===== src/rtl/adder_rr_arbiter.sv =====
// adder_rr_arbiter: round-robin arbiter sharing one fixed-latency 64-bit adder among 4 requesters
// Ports:
//   clk, rst_n            clock, synchronous active-low reset
//   req_valid/req_ready   per-requester handshake (4 bits, one-hot ready)
//   req_a/req_b           packed operands, requester i on bits [64i+63:64i]
//   add_a/add_b/add_cin   operands driven to the shared adder (cin tied 0)
//   add_sum/add_cout      adder result, valid LAT cycles after operands are driven
//   rsp_valid/rsp_ready   result handshake; rsp_id/rsp_sum/rsp_carry hold while valid
//   op_count              completed-operation counter (saturating), present only
//                         when the macro ADDER_ARB_STATS_EN is defined
module adder_rr_arbiter #(
    parameter int LAT = 2
) (
    input  logic         clk,
    input  logic         rst_n,
    input  logic [3:0]   req_valid,
    output logic [3:0]   req_ready,
    input  logic [255:0] req_a,
    input  logic [255:0] req_b,
    output logic [63:0]  add_a,
    output logic [63:0]  add_b,
    output logic         add_cin,
    input  logic [63:0]  add_sum,
    input  logic         add_cout,
    output logic         rsp_valid,
    input  logic         rsp_ready,
    output logic [1:0]   rsp_id,
    output logic [63:0]  rsp_sum,
    output logic         rsp_carry
`ifdef ADDER_ARB_STATS_EN
    ,
    output logic [15:0]  op_count
`endif
);
    localparam logic [1:0] S_IDLE = 2'd0;
    localparam logic [1:0] S_WAIT = 2'd1;
    localparam logic [1:0] S_RESP = 2'd2;
    logic [1:0]  state_q, state_d;
    logic [1:0]  ptr_q, ptr_d;
    logic [1:0]  id_q, id_d;
    logic [2:0]  cnt_q, cnt_d;
    logic [63:0] a_q, a_d;
    logic [63:0] b_q, b_d;
    logic [63:0] sum_q, sum_d;
    logic        carry_q, carry_d;
    logic        gnt_vld;
    logic [1:0]  gnt_id;
    // Scan downward in offset so the closest set bit at/after ptr wins last.
    always_comb begin
        gnt_vld = 1'b0;
        gnt_id  = 2'd0;
        for (int k = 3; k >= 0; k--) begin
            if (req_valid[ptr_q + 2'(k)]) begin
                gnt_vld = 1'b1;
                gnt_id  = ptr_q + 2'(k);
            end
        end
    end
    assign req_ready = (state_q == S_IDLE && gnt_vld) ? 4'(1) << gnt_id : 4'd0;
    assign add_a     = a_q;
    assign add_b     = b_q;
    assign add_cin   = 1'b0;
    assign rsp_valid = state_q == S_RESP;
    assign rsp_id    = id_q;
    assign rsp_sum   = sum_q;
    assign rsp_carry = carry_q;
    always_comb begin
        state_d = state_q;
        ptr_d   = ptr_q;
        id_d    = id_q;
        cnt_d   = cnt_q;
        a_d     = a_q;
        b_d     = b_q;
        sum_d   = sum_q;
        carry_d = carry_q;
        case (state_q)
            S_IDLE: if (gnt_vld) begin
                state_d = S_WAIT;
                id_d    = gnt_id;
                cnt_d   = 3'(LAT);
                a_d     = req_a[{gnt_id, 6'd0} +: 64];
                b_d     = req_b[{gnt_id, 6'd0} +: 64];
            end
            S_WAIT: begin
                cnt_d = cnt_q - 3'd1;
                // Last WAIT cycle: the adder output now reflects the held operands.
                if (cnt_q == 3'd1) begin
                    state_d = S_RESP;
                    sum_d   = add_sum;
                    carry_d = add_cout;
                end
            end
            S_RESP: if (rsp_ready) begin
                state_d = S_IDLE;
                ptr_d   = id_q + 2'd1;
            end
            default: state_d = S_IDLE;
        endcase
    end
    always_ff @(posedge clk) begin
        if (!rst_n) begin
            state_q <= S_IDLE;
            ptr_q   <= 2'd0;
            id_q    <= 2'd0;
            cnt_q   <= 3'd0;
            a_q     <= 64'd0;
            b_q     <= 64'd0;
            sum_q   <= 64'd0;
            carry_q <= 1'b0;
        end else begin
            state_q <= state_d;
            ptr_q   <= ptr_d;
            id_q    <= id_d;
            cnt_q   <= cnt_d;
            a_q     <= a_d;
            b_q     <= b_d;
            sum_q   <= sum_d;
            carry_q <= carry_d;
        end
    end
`ifdef ADDER_ARB_STATS_EN
    logic [15:0] op_count_q;
    always_ff @(posedge clk) begin
        if (!rst_n)
            op_count_q <= 16'd0;
        else if (state_q == S_RESP && rsp_ready && op_count_q != 16'hFFFF)
            op_count_q <= op_count_q + 16'd1;
    end
    assign op_count = op_count_q;
`endif
endmodule


===== config.mk =====
export PLATFORM = sky130hd
export DESIGN_NAME = adder_rr_arbiter
export DESIGN_NICKNAME = d
export VERILOG_FILES = /design/src/rtl/adder_rr_arbiter.sv
export SDC_FILE = /design/constraint.sdc
export NUM_CORES = 1
export LEC_CHECK = 0
export CORE_AREA = 2 2 302 304
export CTS_BUF_LIST = sky130_fd_sc_hd__clkbuf_16
export DETAILED_ROUTE_END_ITERATION = 10
export DIE_AREA = 0 0 304 306
export PLACE_DENSITY = 0.38
export SLEW_MARGIN = 20
export SYNTH_ARGS = -nofsm -noshare
export SYNTH_HDL_FRONTEND = slang
export SYNTH_SLANG_ARGS = --single-unit
export TNS_END_PERCENT = 20

===== constraint.sdc =====
create_clock -name clk -period 5.35 [get_ports clk]
set_input_delay 1.07 -clock clk [delete_from_list [all_inputs] [get_ports clk]]
set_output_delay 1.07 -clock clk [all_outputs]
set_load 0.03 [all_outputs]

==> impl_results.rst <==
.. list-table::
   :header-rows: 1

   * - Metric
     - Value
   * - Outcome
     - completed
   * - Number of levels in the clock H-tree
     - 1
   * - Number of register bits inferred by synthesis
     - just over 200
   * - VDD IR-drop max
     - 0.2090 mV
   * - Setup Skew
     - between 0.015 and 0.02 ns
   * - Core box area
     - between 80000 and 90000 um^2
   * - Aggregate global-route resource usage
     - 13.34%
   * - Initial core utilization
     - between 10% and 20%
   * - First-pass GRT wire length
     - between 90000 and 100000 um
   * - Minimum clock period after layout
     - about 4.5 ns
   * - Ranking of synthesized cells by area
     - dfxtp_1 (36%), mux2i_1 (11%), nand2_1 (8.9%), o21a_1 (8.6%), nor3b_1 (8.5%)
   * - CP arrival
     - 3.45 ns
   * - Most common cell after layout, fill and taps aside
     - clkdlybuf4s50_1
   * - Pin slew with the least headroom to its limit
     - between 1 and 1.5 ns
   * - Post-synthesis cell count
     - 1361
   * - Path type of the worst min-delay path
     - flip-flop to flip-flop
   * - Mean routed wirelength per cell
     - roughly 20 um
   * - Vias per std cell
     - about 3.9
   * - Share of Yosys cell area claimed by the top area cell type
     - 35.85%
   * - # Post-CTS Setup Buffers
     - 0
   * - Post-route DRC violation count
     - 0
   * - End-of-flow core utilization
     - 23.54%
   * - Post-synthesis instance area
     - approximately 11000 um^2
   * - I/O pin total
     - slightly below 800
   * - Final setup violation count
     - 0
   * - Estimated wirelength of the detail-placed design
     - approximately 50000 um
   * - Fin Hold WS
     - approximately 0.46 ns
   * - Final sum of negative setup slack
     - 0 ns
   * - Total vias in the final route
     - around 13000
   * - Buffers from clock root to sink, at most
     - 3
   * - Critical hold path startpoint
     - rsp_sum[26]
   * - Number of warnings printed during yosys synthesis
     - 0
   * - Final Worst Setup Slack
     - roughly 0.83 ns
   * - Clock transition at the register clock pins on the worst setup and hold paths after CTS
     - ~0.050 ns
   * - Area growth syn-to-layout
     - 86.99%
   * - Hold Vio Cnt, Final
     - 0
   * - Residual antenna-violating net count after detailed routing
     - 0
   * - Avg Synthesized Cell Area
     - 8.289 um^2
   * - Number of instances resized during post-cts repair
     - 0
   * - Syn nets
     - 1947
   * - Largest area contributor in the netlist
     - dfxtp_1
   * - Critical Path RT
     - between 4 and 5 ns
   * - Vias in the first global route
     - 13478
   * - Gr ovfl total
     - 0
   * - Detailed Routing Iterations Pass 1
     - 5
   * - Launching point of the worst reg2reg path
     - ptr_q[0]
   * - Number of buffers added on ports
     - slightly below 800
   * - Number of stages on the worst hold path
     - 2
   * - Maximum single-stage delay on the critical path
     - between 0.7 and 0.8 ns
   * - Reported leakage power
     - 0.007489 uW
   * - Number of distinct library cell variants in the gate-level netlist after synthesis
     - 37
   * - Setup Crit Path Kind
     - input pin to output pin
   * - Buffer cell driving the clock tree root
     - clkbuf_16
   * - Worst setup slack for register-to-register paths
     - 2.22 ns
   * - Element type at the critical path end
     - output pin
   * - Achievable Freq
     - 221.4 MHz
   * - Clock tree from TritonCTS
     - built
   * - Clock net sink count
     - 202
   * - Number of cells on the worst reg-to-reg path
     - 7
   * - Share of synthesized area occupied by flip-flops and latches
     - a little over a third
   * - Crit start category
     - input pin
   * - Crit-path cells
     - clkdlybuf4s50_1 > nor2b_1 > a211oi_1 > or2_1 > nor3_1 > clkdlybuf4s50_1
   * - Worst slew slack as a fraction of its limit
     - 25.58%
   * - Setup WS pre-CTS
     - 0.8239 ns
   * - Chip Height
     - ~310 um
   * - Number of antenna violations at the first check in global routing
     - 11
   * - Master of the slowest instance on the critical path
     - clkdlybuf4s50_1
   * - Iter 0 DRT Violations
     - just over 500
   * - Max-cap violations
     - 0
   * - Row cnt
     - between 100 and 150
   * - Largest driver fanout on the critical path
     - 6
   * - Pin count of the biggest net entering global routing
     - between 100 and 150
   * - Die area
     - just over 90000 um^2
   * - Final Routed Wirelength
     - about 65000 um
   * - Fraction of layout instances using a drive strength above 1
     - about 3.1%
   * - Die Wd
     - 304 um
   * - Library cell appearing most often on the critical path
     - clkdlybuf4s50_1
   * - Period utilisation layout
     - 84.41%
   * - Quantity of hold-fixing buffers added after cts
     - 0
   * - Clock insertion delay at the later pin of the skew report
     - 0.58 ns
   * - Placer's final routability congestion estimate
     - about 0.8
   * - Final slew viol count
     - 0
   * - Commonest cells after routing, fill and taps aside
     - clkdlybuf4s50_1 (782), nand2_1 (266), dfxtp_1 (202)
   * - Clock buffer count from CTS
     - 28
   * - Worst R2R End
     - add_b[59]
   * - Number of placed cells counting well taps
     - about 3200
   * - Power per cell area
     - between 200 and 250 nW/um^2
   * - Non-filler cells, final
     - around 3300
   * - RSZ-0062 raised after global routing
     - false
   * - Final Net Count
     - between 2000 and 3000
   * - End of the worst hold path
     - rsp_sum[26]
power by group:
group,switching (uW),internal [uW]
registers,78.2,1640
clock network,769,984
logic,760,811
total,1610,3430
logic make-up (layout without fill, tap and decap cells):
family                     count (synthesis)  in the layout  synth area share (%)
AOI/OAI and AO/OA                        463            463                 27.99
xor gates and xnor gates                   1              1               0.07765
adders and majority gates                  2              2                0.2218
buffers and inverters                    138            853                 5.224
DFF                                      202            202                 35.85
muxes                                    128            128                 11.36
other                                      1              7               0.03324
and+or+nand+nor                          426            426                 19.24
per-stage QoR:
step	total power (uW)	instance area, um^2
finish	5041	21090
global route	5316	21090
CTS	5176	21080
detailed placement	3345	20260
global placement	3343	20260
floorplan	2434	11280
worst max-delay path by stage:
stage / slack [ns] / startpoint / endpoint / cells past startpoint
finish: 0.83 / req_valid[2] / req_ready[2] / 6
global route: 0.75 / req_valid[2] / req_ready[2] / 6
CTS: 0.82 / req_valid[2] / req_ready[2] / 6
detailed placement: 0.82 / req_valid[2] / req_ready[2] / 6
global placement: 0.83 / req_valid[2] / req_ready[2] / 6
floorplan: 1.61 / req_valid[0] / req_ready[3] / 6
cells in the mapped netlist:
| cell | n |
|---|---|
| o211a_1 | 2 |
| conb_1 | 1 |
| xnor2_1 | 1 |
| nand3_1 | 3 |
| clkbuf_1 | 74 |
| nor4b_1 | 1 |
| o311a_1 | 1 |
| ha_1 | 2 |
| buf_4 | 3 |
| dfxtp_1 | 202 |
| and2_1 | 5 |
| nor2_1 | 3 |
| nor4b_4 | 1 |
| nand2b_1 | 3 |
| a21boi_0 | 67 |
| nor2b_1 | 6 |
| o31ai_1 | 1 |
| mux2i_1 | 128 |
| and3_1 | 3 |
| nor3_1 | 2 |
| buf_2 | 48 |
| nor3_2 | 1 |
| o211ai_1 | 127 |
| o22ai_1 | 1 |
| nor2_2 | 1 |
| o21ba_1 | 1 |
| o21ai_0 | 49 |
| nand2_1 | 266 |
| o21a_1 | 129 |
| or2_1 | 3 |
| o31a_1 | 1 |
| o21ai_1 | 82 |
| nor3b_1 | 127 |
| a211oi_1 | 2 |
| buf_1 | 11 |
| inv_1 | 2 |
| nor2b_2 | 1 |
final cells by class:
| type | instances | area (um^2) |
|---|---|---|
| inverter | 2 | 7.507 |
| multi-input combinational | 1021 | 6690 |
| sequential | 202 | 4044 |
| clock inverter | 20 | 120.1 |
| timing repair buffer | 803 | 8045 |
| antenna | 6 | 15.01 |
| clock buffer | 28 | 700.7 |
| fill | 9731 | 68500 |
| tap | 1176 | 1471 |
routing by layer:
metal,wire (um),vias to the layer above,share of wire (%),GRT usage [%]
met1,25430,5895,39,14.89
met4,1792,4,2.7,4.131
met3,4909,87,7.5,4.037
li1,-,6275,-,-
met2,33170,490,51,24.17
met5,34,-,0.052,0
critical path, delay by kind of cell:
kind	cells	cell delay [ns]
simple gates	3	0.98
compound gates	1	0.13
buf+inv	2	1.26
flip-flops by register name, summed over array words and instances, names as in the netlist:
signal     cells
state_q        2
rsp_sum       64
cnt_q          3
rsp_id         2
add_b         64
ptr_q          2
rsp_carry      1
add_a         64
Note: power is estimated with default switching activity, not from simulation.
